`config.mk`:
```
export PLATFORM = sky130hd
export DESIGN_NAME = instr_fetch
export DESIGN_NICKNAME = d
export VERILOG_FILES = /design/src/rtl/risc_z_pkg.sv /design/src/rtl/instr_fetch.sv
export SDC_FILE = /design/constraint.sdc
export NUM_CORES = 1
export LEC_CHECK = 0
export CAP_MARGIN = 25
export CORE_MARGIN = 2
export CORE_UTILIZATION = 25
export DETAILED_ROUTE_END_ITERATION = 7
export GPL_TIMING_DRIVEN = 0
export HOLD_SLACK_MARGIN = 0.03
export PLACE_DENSITY_LB_ADDON = 0.2
export SLEW_MARGIN = 20
export SYNTH_ARGS = -nofsm -noshare
export SYNTH_HDL_FRONTEND = slang
export SYNTH_SLANG_ARGS = --single-unit
```
`constraint.sdc`:
```
create_clock -name clk -period 4.2 [get_ports clk]
set_input_delay 1.26 -clock clk [delete_from_list [all_inputs] [get_ports clk]]
set_output_delay 1.26 -clock clk [all_outputs]
set_load 0.02 [all_outputs]
```
`src/rtl/risc_z_pkg.sv`:
```
// Shared RISC-Z core definitions: datapath widths, reset fetch address, fetch FSM states.
// Latency: n/a (declarations only).
// Backpressure: n/a.
package risc_z_pkg;

    localparam int ADDR_W = 16;
    localparam int DATA_W = 16;

    localparam logic [ADDR_W-1:0] RESET_PC = 16'h0000;

    // IDLE : nothing outstanding, buffer empty
    // FETCH: read request in flight, its data will be kept
    // DRAIN: read request in flight, its data will be thrown away
    // FULL : instruction buffer holds a word for decode
    typedef enum logic [1:0] {
        IDLE  = 2'd0,
        FETCH = 2'd1,
        DRAIN = 2'd2,
        FULL  = 2'd3
    } fetch_state_t;

endpackage

```
`src/rtl/instr_fetch.sv`:
```
// Instruction fetch: owns the fetch address, reads imem via req/ack, buffers one word for decode.
// Latency: request to ir_valid is ack latency + 1 cycle; at best one instruction every 2 cycles.
// Backpressure: ir_ready=0 holds the word in the buffer and stops new requests; enable=0 only blocks new requests.
//
// Ports:
//   clk, reset                  clock, synchronous active-high reset
//   enable                      global run; gates issuing of new memory requests
//   mem_req/mem_addr            instruction memory request, held stable until mem_ack
//   mem_ack/mem_rdata           memory completion and read data
//   ir_valid/ir/ir_pc/ir_ready  single-entry buffer towards decode
//   redirect/redirect_pc        taken branch/jump, one-cycle pulse
//   pc_en/pc_next               load pulse and value for the architectural PC register
module instr_fetch #(
    parameter int                ADDR_W   = risc_z_pkg::ADDR_W,
    parameter int                DATA_W   = risc_z_pkg::DATA_W,
    parameter logic [ADDR_W-1:0] RESET_PC = risc_z_pkg::RESET_PC
) (
    input  logic              clk,
    input  logic              reset,
    input  logic              enable,
    output logic              mem_req,
    output logic [ADDR_W-1:0] mem_addr,
    input  logic              mem_ack,
    input  logic [DATA_W-1:0] mem_rdata,
    output logic              ir_valid,
    output logic [DATA_W-1:0] ir,
    output logic [ADDR_W-1:0] ir_pc,
    input  logic              ir_ready,
    input  logic              redirect,
    input  logic [ADDR_W-1:0] redirect_pc,
    output logic              pc_en,
    output logic [ADDR_W-1:0] pc_next
);

    import risc_z_pkg::*;

    localparam logic [ADDR_W-1:0] ADDR_ONE = {{(ADDR_W-1){1'b0}}, 1'b1};

    fetch_state_t      state, state_nxt;
    logic [ADDR_W-1:0] fetch_addr, fetch_addr_nxt;
    logic              mem_req_nxt;
    logic [ADDR_W-1:0] mem_addr_nxt;
    logic              ir_valid_nxt;
    logic [DATA_W-1:0] ir_nxt;
    logic [ADDR_W-1:0] ir_pc_nxt;
    logic              pc_en_nxt;
    logic [ADDR_W-1:0] pc_next_nxt;

    // Sequential address after the word currently being fetched; wraps at 2^ADDR_W.
    logic [ADDR_W-1:0] seq_addr;
    assign seq_addr = mem_addr + ADDR_ONE;

    always_ff @(posedge clk) begin
        if (reset) begin
            state      <= IDLE;
            fetch_addr <= RESET_PC;
            mem_req    <= 1'b0;
            mem_addr   <= RESET_PC;
            ir_valid   <= 1'b0;
            ir         <= '0;
            ir_pc      <= '0;
            pc_en      <= 1'b0;
            pc_next    <= RESET_PC;
        end else begin
            state      <= state_nxt;
            fetch_addr <= fetch_addr_nxt;
            mem_req    <= mem_req_nxt;
            mem_addr   <= mem_addr_nxt;
            ir_valid   <= ir_valid_nxt;
            ir         <= ir_nxt;
            ir_pc      <= ir_pc_nxt;
            pc_en      <= pc_en_nxt;
            pc_next    <= pc_next_nxt;
        end
    end

    always_comb begin
        state_nxt      = state;
        fetch_addr_nxt = fetch_addr;
        mem_req_nxt    = mem_req;
        mem_addr_nxt   = mem_addr;
        ir_valid_nxt   = ir_valid;
        ir_nxt         = ir;
        ir_pc_nxt      = ir_pc;
        pc_en_nxt      = 1'b0;
        pc_next_nxt    = pc_next;

        case (state)
            IDLE: begin
                // A stray mem_ack here (e.g. left over from before reset) is ignored.
                if (enable) begin
                    mem_req_nxt  = 1'b1;
                    mem_addr_nxt = fetch_addr;
                    state_nxt    = FETCH;
                end
            end

            FETCH: begin
                if (mem_ack) begin
                    ir_nxt         = mem_rdata;
                    ir_pc_nxt      = mem_addr;
                    ir_valid_nxt   = 1'b1;
                    mem_req_nxt    = 1'b0;
                    fetch_addr_nxt = seq_addr;
                    pc_next_nxt    = seq_addr;
                    pc_en_nxt      = 1'b1;
                    state_nxt      = FULL;
                end
            end

            FULL: begin
                if (ir_ready) begin
                    ir_valid_nxt = 1'b0;
                    if (enable) begin
                        // Back-to-back: next request goes out on the same edge the word is taken.
                        mem_req_nxt  = 1'b1;
                        mem_addr_nxt = fetch_addr;
                        state_nxt    = FETCH;
                    end else begin
                        state_nxt = IDLE;
                    end
                end
            end

            DRAIN: begin
                // Data of the abandoned request is dropped; fetch resumes at the redirect target.
                if (mem_ack) begin
                    if (enable) begin
                        mem_req_nxt  = 1'b1;
                        mem_addr_nxt = fetch_addr;
                        state_nxt    = FETCH;
                    end else begin
                        mem_req_nxt = 1'b0;
                        state_nxt   = IDLE;
                    end
                end
            end

            default: begin
                state_nxt   = IDLE;
                mem_req_nxt = 1'b0;
            end
        endcase

        // Redirect overrides everything above. A memory request already on the bus is
        // never withdrawn: it is allowed to complete in DRAIN and its data discarded.
        if (redirect) begin
            fetch_addr_nxt = redirect_pc;
            pc_next_nxt    = redirect_pc;
            pc_en_nxt      = 1'b1;
            ir_valid_nxt   = 1'b0;
            ir_nxt         = ir;
            ir_pc_nxt      = ir_pc;

            case (state)
                FETCH, DRAIN: begin
                    if (mem_ack) begin
                        if (state == DRAIN && enable) begin
                            mem_req_nxt  = 1'b1;
                            mem_addr_nxt = redirect_pc;
                            state_nxt    = FETCH;
                        end else begin
                            mem_req_nxt  = 1'b0;
                            mem_addr_nxt = mem_addr;
                            state_nxt    = IDLE;
                        end
                    end else begin
                        mem_req_nxt  = 1'b1;
                        mem_addr_nxt = mem_addr;
                        state_nxt    = DRAIN;
                    end
                end
                default: begin
                    mem_req_nxt  = 1'b0;
                    mem_addr_nxt = mem_addr;
                    state_nxt    = IDLE;
                end
            endcase
        end
    end

endmodule

```
# [After elaboration in Yosys (flattened, before gate mapping)]
# Cells that the tools add are included.
[word_totals] regBits=69 latch_bits=0 ramBits=0 mem_bits_ro=0 inputBits=38 output_inout_bits=67 elab_cells=74 mem_count=0
[op_classes] n_addsub=1 mul=0 div_mod_pow=0 order_cmp=0 n_eq_ne=13 n_shift=0 n_mux=37 n_bitwise=1 n_reduce_logical=14
[ops] op="16-bit 2-to-1 mux" count=10
[ops] op="16-bit case mux with 3 select lines" count=1
[ops] op="16-bit by 1-bit adder with 16-bit output (second input constant)" count=1
[ops] op="1-bit 2-to-1 mux" count=16
[ops] op="2-bit 2-to-1 mux" count=7
[ops] op="3-bit inequality test (second input constant)" count=4
[ops] op="3-bit AND reduction" count=3
[ops] op="2-bit inequality test (second input constant)" count=4
[ops] op="2-bit case mux with 4 select lines" count=1
[ops] op="6-bit AND reduction" count=1
[ops] op="2-bit nonzero test" count=3
[ops] op="2-bit equality test (second input constant)" count=2
[ops] op="2-bit by 1-bit inequality test with 1-bit output (second input constant)" count=2
[ops] op="1-bit case mux with 4 select lines" count=1
[ops] op="4-bit AND reduction" count=1
[ops] op="4-bit nonzero test" count=1
[ops] op="2-bit OR reduction" count=2
[ops] op="2-bit by 1-bit equality test with 1-bit output (second input constant)" count=1
[ops] op="2-bit logical NOT" count=1
[ops] op="1-bit case mux with 2 select lines" count=1
[ops] op="2-bit AND reduction" count=1
[ops] op="1-bit logical AND" count=1
[ops] op="1-bit NOT" count=1

# [Logic depth before layout (Yosys ltp)]
[depth] depth_word=6 ltp_mapped=8 ltp_nobuf=6

# [Worst setup path after synthesis]
# Ideal clock, no wire load.
[synth_timing] path_kind="input-to-reg" from="in mem_ack" to="reg mem_addr[9]" setup_ns=0.127 arrival_ns=2.372 required_time_ns=4.073 path_slack_ns=1.701 cell_stages=7 path_buffers=3 path_cell_list="buf_2 -> nor2b_1 -> o41ai_4 -> and2_0 -> buf_4 -> buf_6 -> a311oi_1"
[synth_via] elab_chain_cells=2 elab_cells_between_ends=3 cone_classes="eq/ne: 2; reduce/logical: 1"
[synth_lines] item="start: declaration" line_no="instr_fetch.sv:23" text="input logic mem_ack,"
[synth_lines] item="2-bit inequality test (no line)"
[synth_lines] item="6-bit AND reduction (no line) *"
[synth_lines] item="end signal: assignment" line_no="instr_fetch.sv:68" text="mem_addr <= mem_addr_nxt;"
[synth_lines] item="end: declaration" line_no="instr_fetch.sv:22" text="output logic [ADDR_W-1:0] mem_addr,"
# Every way passes the cells marked *; elsewhere a longest branch is shown, timed or not.
# A chain may end at the register's enable or synchronous reset.

# [Worst setup path after layout]
[layout_timing] from="in redirect" to="reg mem_addr[9]"
[layout_via] elab_chain_cells=2 elab_cells_between_ends=7 cone_classes="eq/ne: 4; mux: 1; reduce/logical: 2"
[layout_lines] item="start: declaration" line_no="instr_fetch.sv:29" text="input logic redirect,"
[layout_lines] item="3-bit inequality test (no line) (tied with other cells)"
[layout_lines] item="6-bit AND reduction (no line)"
# Parallel ways exist; a longest one is shown, timed or not.

==> metrics.md <==
| Metric | Value |
|---|---|
| Nets | `544` |
| Syn Std Cell Area | `3270 µm²` |
| Fmax | `0.343 GHz` |
| IO Count | `about 110` |
| Status | `complete, no violations` |
| Die W | `118 µm` |
| Flops & latches, synth | `69` |
| Max-Cap Viols | `0` |
| Post-CTS Hold Fix Bufs | `0` |
| Antenna violations before repair | `0` |
| Least-Margin Pin Slew | `0.694 ns` |
| Worst vdd ir | `around 0.17 mV` |
| Setup Skew | `around 0.0072 ns` |
| Final Cell Area | `4800 µm²` |
| Synthesized net count | `431` |
| Yosys cell types | `54` |
| Share of the synthesized area in the top cell type | `a little over two fifths` |
| Tmin final | `2.91 ns` |
| Die Area | `about 14000 µm²` |
| CTS buffer count | `9` |
| # setup viols final | `0` |
| Synth Warn # | `0` |
| IO Port Bufs | `slightly above 100` |
| Number of global-route vias before repair | `between 3000 and 4000` |
| Clock Power Share | `between 40% and 50%` |
| Critical path fanouts, max | `10` |
| Final hold vios | `0` |
| Critical path data arrival time | `between 3 and 4 ns` |
| Worst hold path class | `reg2reg` |
| Post-synth EDFFs | `0` |
| Startpoint types | `input port` |
| WL/cell | `16.3 µm` |
| Crit Path Class | `in2reg` |
| Net Sw Power | `533 µW` |
| Antenna diodes | `0` |
| Core Footprint | `12700 µm²` |
| Gp weighted congestion | `just over 0.8` |
| PD cells | `396 nW/µm²` |
| Tot Pwr | `1.90 mW` |
| Critical path required time | `between 4 and 5 ns` |
| Cell count after synthesis | `387` |
| Die H | `118 µm` |
| Switch share | `28.1%` |
| Top FF cell, synth | `dfxtp_1` |
| Sequential cell area fraction in the yosys report | `42.2%` |
| Pin count of the biggest net entering global routing | `11` |
| CTS clk-pin slew, worst paths | `0.06 ns` |
| Detail-routed via count per cell | `4.79` |
| Post-CTS sizing | `0` |
| Clk Latency, worst-skew pair | `0.33 ns` |
| Grt total ovfl | `0` |
| Number of DRC markers in iteration 0 | `176` |
| Routed WL | `11.0 mm` |
| First-pass GRT wire length | `between 15 and 20 mm` |
| Slew HR | `53.7%` |
| RSZ-0062 raised after global routing | `no` |
| Clk sinks | `69` |
| Final TNS setup | `0 ns` |
| CTS Root Cell | `clkbuf_16` |
| Core Util, Final | `37.7%` |
| Commonest cells post-synth | `nand2_1, dfxtp_1, a21oi_1` |
| Seq pwr share | `39.3%` |
| Cell accounting for the most synthesized area | `dfxtp_1` |
| Most common cell in the synthesized netlist | `nand2_1` |
| Initial Util | `25.7%` |
| Initial DRT Pass Iterations | `4` |
| Period Utilization, post-route | `69.4%` |
| Layout cell share with drive strength beyond 1 | `between 8 and 9%` |
| Synth Area per Inst | `8.45 µm²` |
| Crit. End Element | `register` |
| Post-DP HPWL | `8.10 mm` |
| Fin Hold WS | `approximately 0.45 ns` |
| Setup ws final | `1.29 ns` |
| Logic pwr share | `20.4%` |
| # Post-CTS Setup Buffers | `0` |
| Post-route ant nets | `0` |
| DRC viols | `0` |
| Dpl ws | `0.981 ns` |
| Layout area overhead | `46.8%` |
| CTS tree | `yes` |
| Final Max Tran Viols | `0` |
| CTS Buffer Depth | `2` |
| GRT Overall Usage | `15.7%` |
| Share of flip-flops with an asynchronous set or reset | `0%` |
| Placed insts | `661` |
| Via count | `about 3200` |
| Non-Filler Instances | `676` |
| LEAKAGE | `1.64 nW` |
| Synth top area cells | `dfxtp_1, nand2_1, a21oi_1, a311oi_1, mux2i_1` |
| Placement Cell Area | `4510 µm²` |
| Internal | `about 1.4 mW` |
| Row cnt | `between 40 and 50` |
| H-Tree Level Count | `3` |
## power by group through the flow
stage	clock [mW]	combinational (mW)	sequential (mW)
4_1_cts	0.779	0.390	0.747
5_1_grt	0.812	0.419	0.753
6_report	0.765	0.387	0.747
2_1_floorplan	0	0.179	0.792
3_5_place_dp	0	0.388	0.761
3_3_place_gp	0	0.385	0.760
## kinds of logic (layout without fill, tap and decap cells)
kind of cell             after synthesis  in the layout  synth area share [%]
XOR/XNOR                               6              6                  1.61
flip-flops                            69             69                  42.2
AO/OA/AOI/OAI                        116            116                  23.0
multiplexers                           9              9                  2.79
adder cells (fa/ha/maj)                6              6                  2.29
AND/OR/NAND/NOR                      146            146                  21.6
buffers and inverters                 35            152                  6.50
## per-layer routing
layer | vias up | track usage (%) | wire length (µm)
li1 | 1606 | - | -
met1 | 1519 | 20.3 | 5090
met2 | 98 | 25.1 | 5100
met3 | 18 | 3.62 | 540
met4 | 0 | 6.55 | 251
met5 | - | 0 | 0
## critical path: stages
cell and delay, ns:
clkdlybuf4s50_1 0.60, buf_2 0.28, buf_1 0.56, nand2_1 0.19
a311oi_1 0.28
## layout make-up
cell class / count / area (µm²)
fillers: 1362 / 7920
multi-input cells: 283 / 1680
flip-flops and latches: 69 / 1380
repair buffers: 102 / 1020
clock buffers: 14 / 264
well taps: 172 / 215
plain buffers: 31 / 198
clock inverters: 1 / 30.0
inverters: 4 / 15.0
## state kept, by name (all words and copies together), names as in the netlist
| name | count |
|---|---|
| state | 2 |
| mem_addr | 16 |
| ir | 16 |
| ir_valid | 1 |
| fetch_addr | 16 |
| mem_req | 1 |
| ir_pc | 16 |
| pc_en | 1 |
## final timing paths
path / end / startpoint / slack (ns) / cells after the start
max: mem_addr[9]$_SDFFE_PP0P_ / redirect / 1.29 / 5
min reg2reg: ir_pc[13]$_SDFFE_PP0P_ / ir_pc[13]$_SDFFE_PP0P_ / 0.45 / 2
max reg2reg: mem_addr[10]$_SDFFE_PP0P_ / state[1]$_SDFFE_PP0P_ / 1.87 / 8
min: ir_pc[13]$_SDFFE_PP0P_ / ir_pc[13]$_SDFFE_PP0P_ / 0.45 / 2
## layout by cell type (no fill, tap or decap), types with 5 or more instances in the layout
cell             count
a211oi_1            10
a21oi_1             59
a22oi_1              7
a311oi_1            11
buf_2                9
clkbuf_1            14
clkbuf_16            9
clkbuf_8             6
clkdlybuf4s50_1    102
dfxtp_1             69
ha_1                 6
mux2i_1              8
nand2_1             82
nand2b_1            10
nand3_1              6
nand4_1              6
nor2_1              18
o21ai_0              6
xnor2_1              5
No activity file was read; power rests on OpenSTA's default activity.
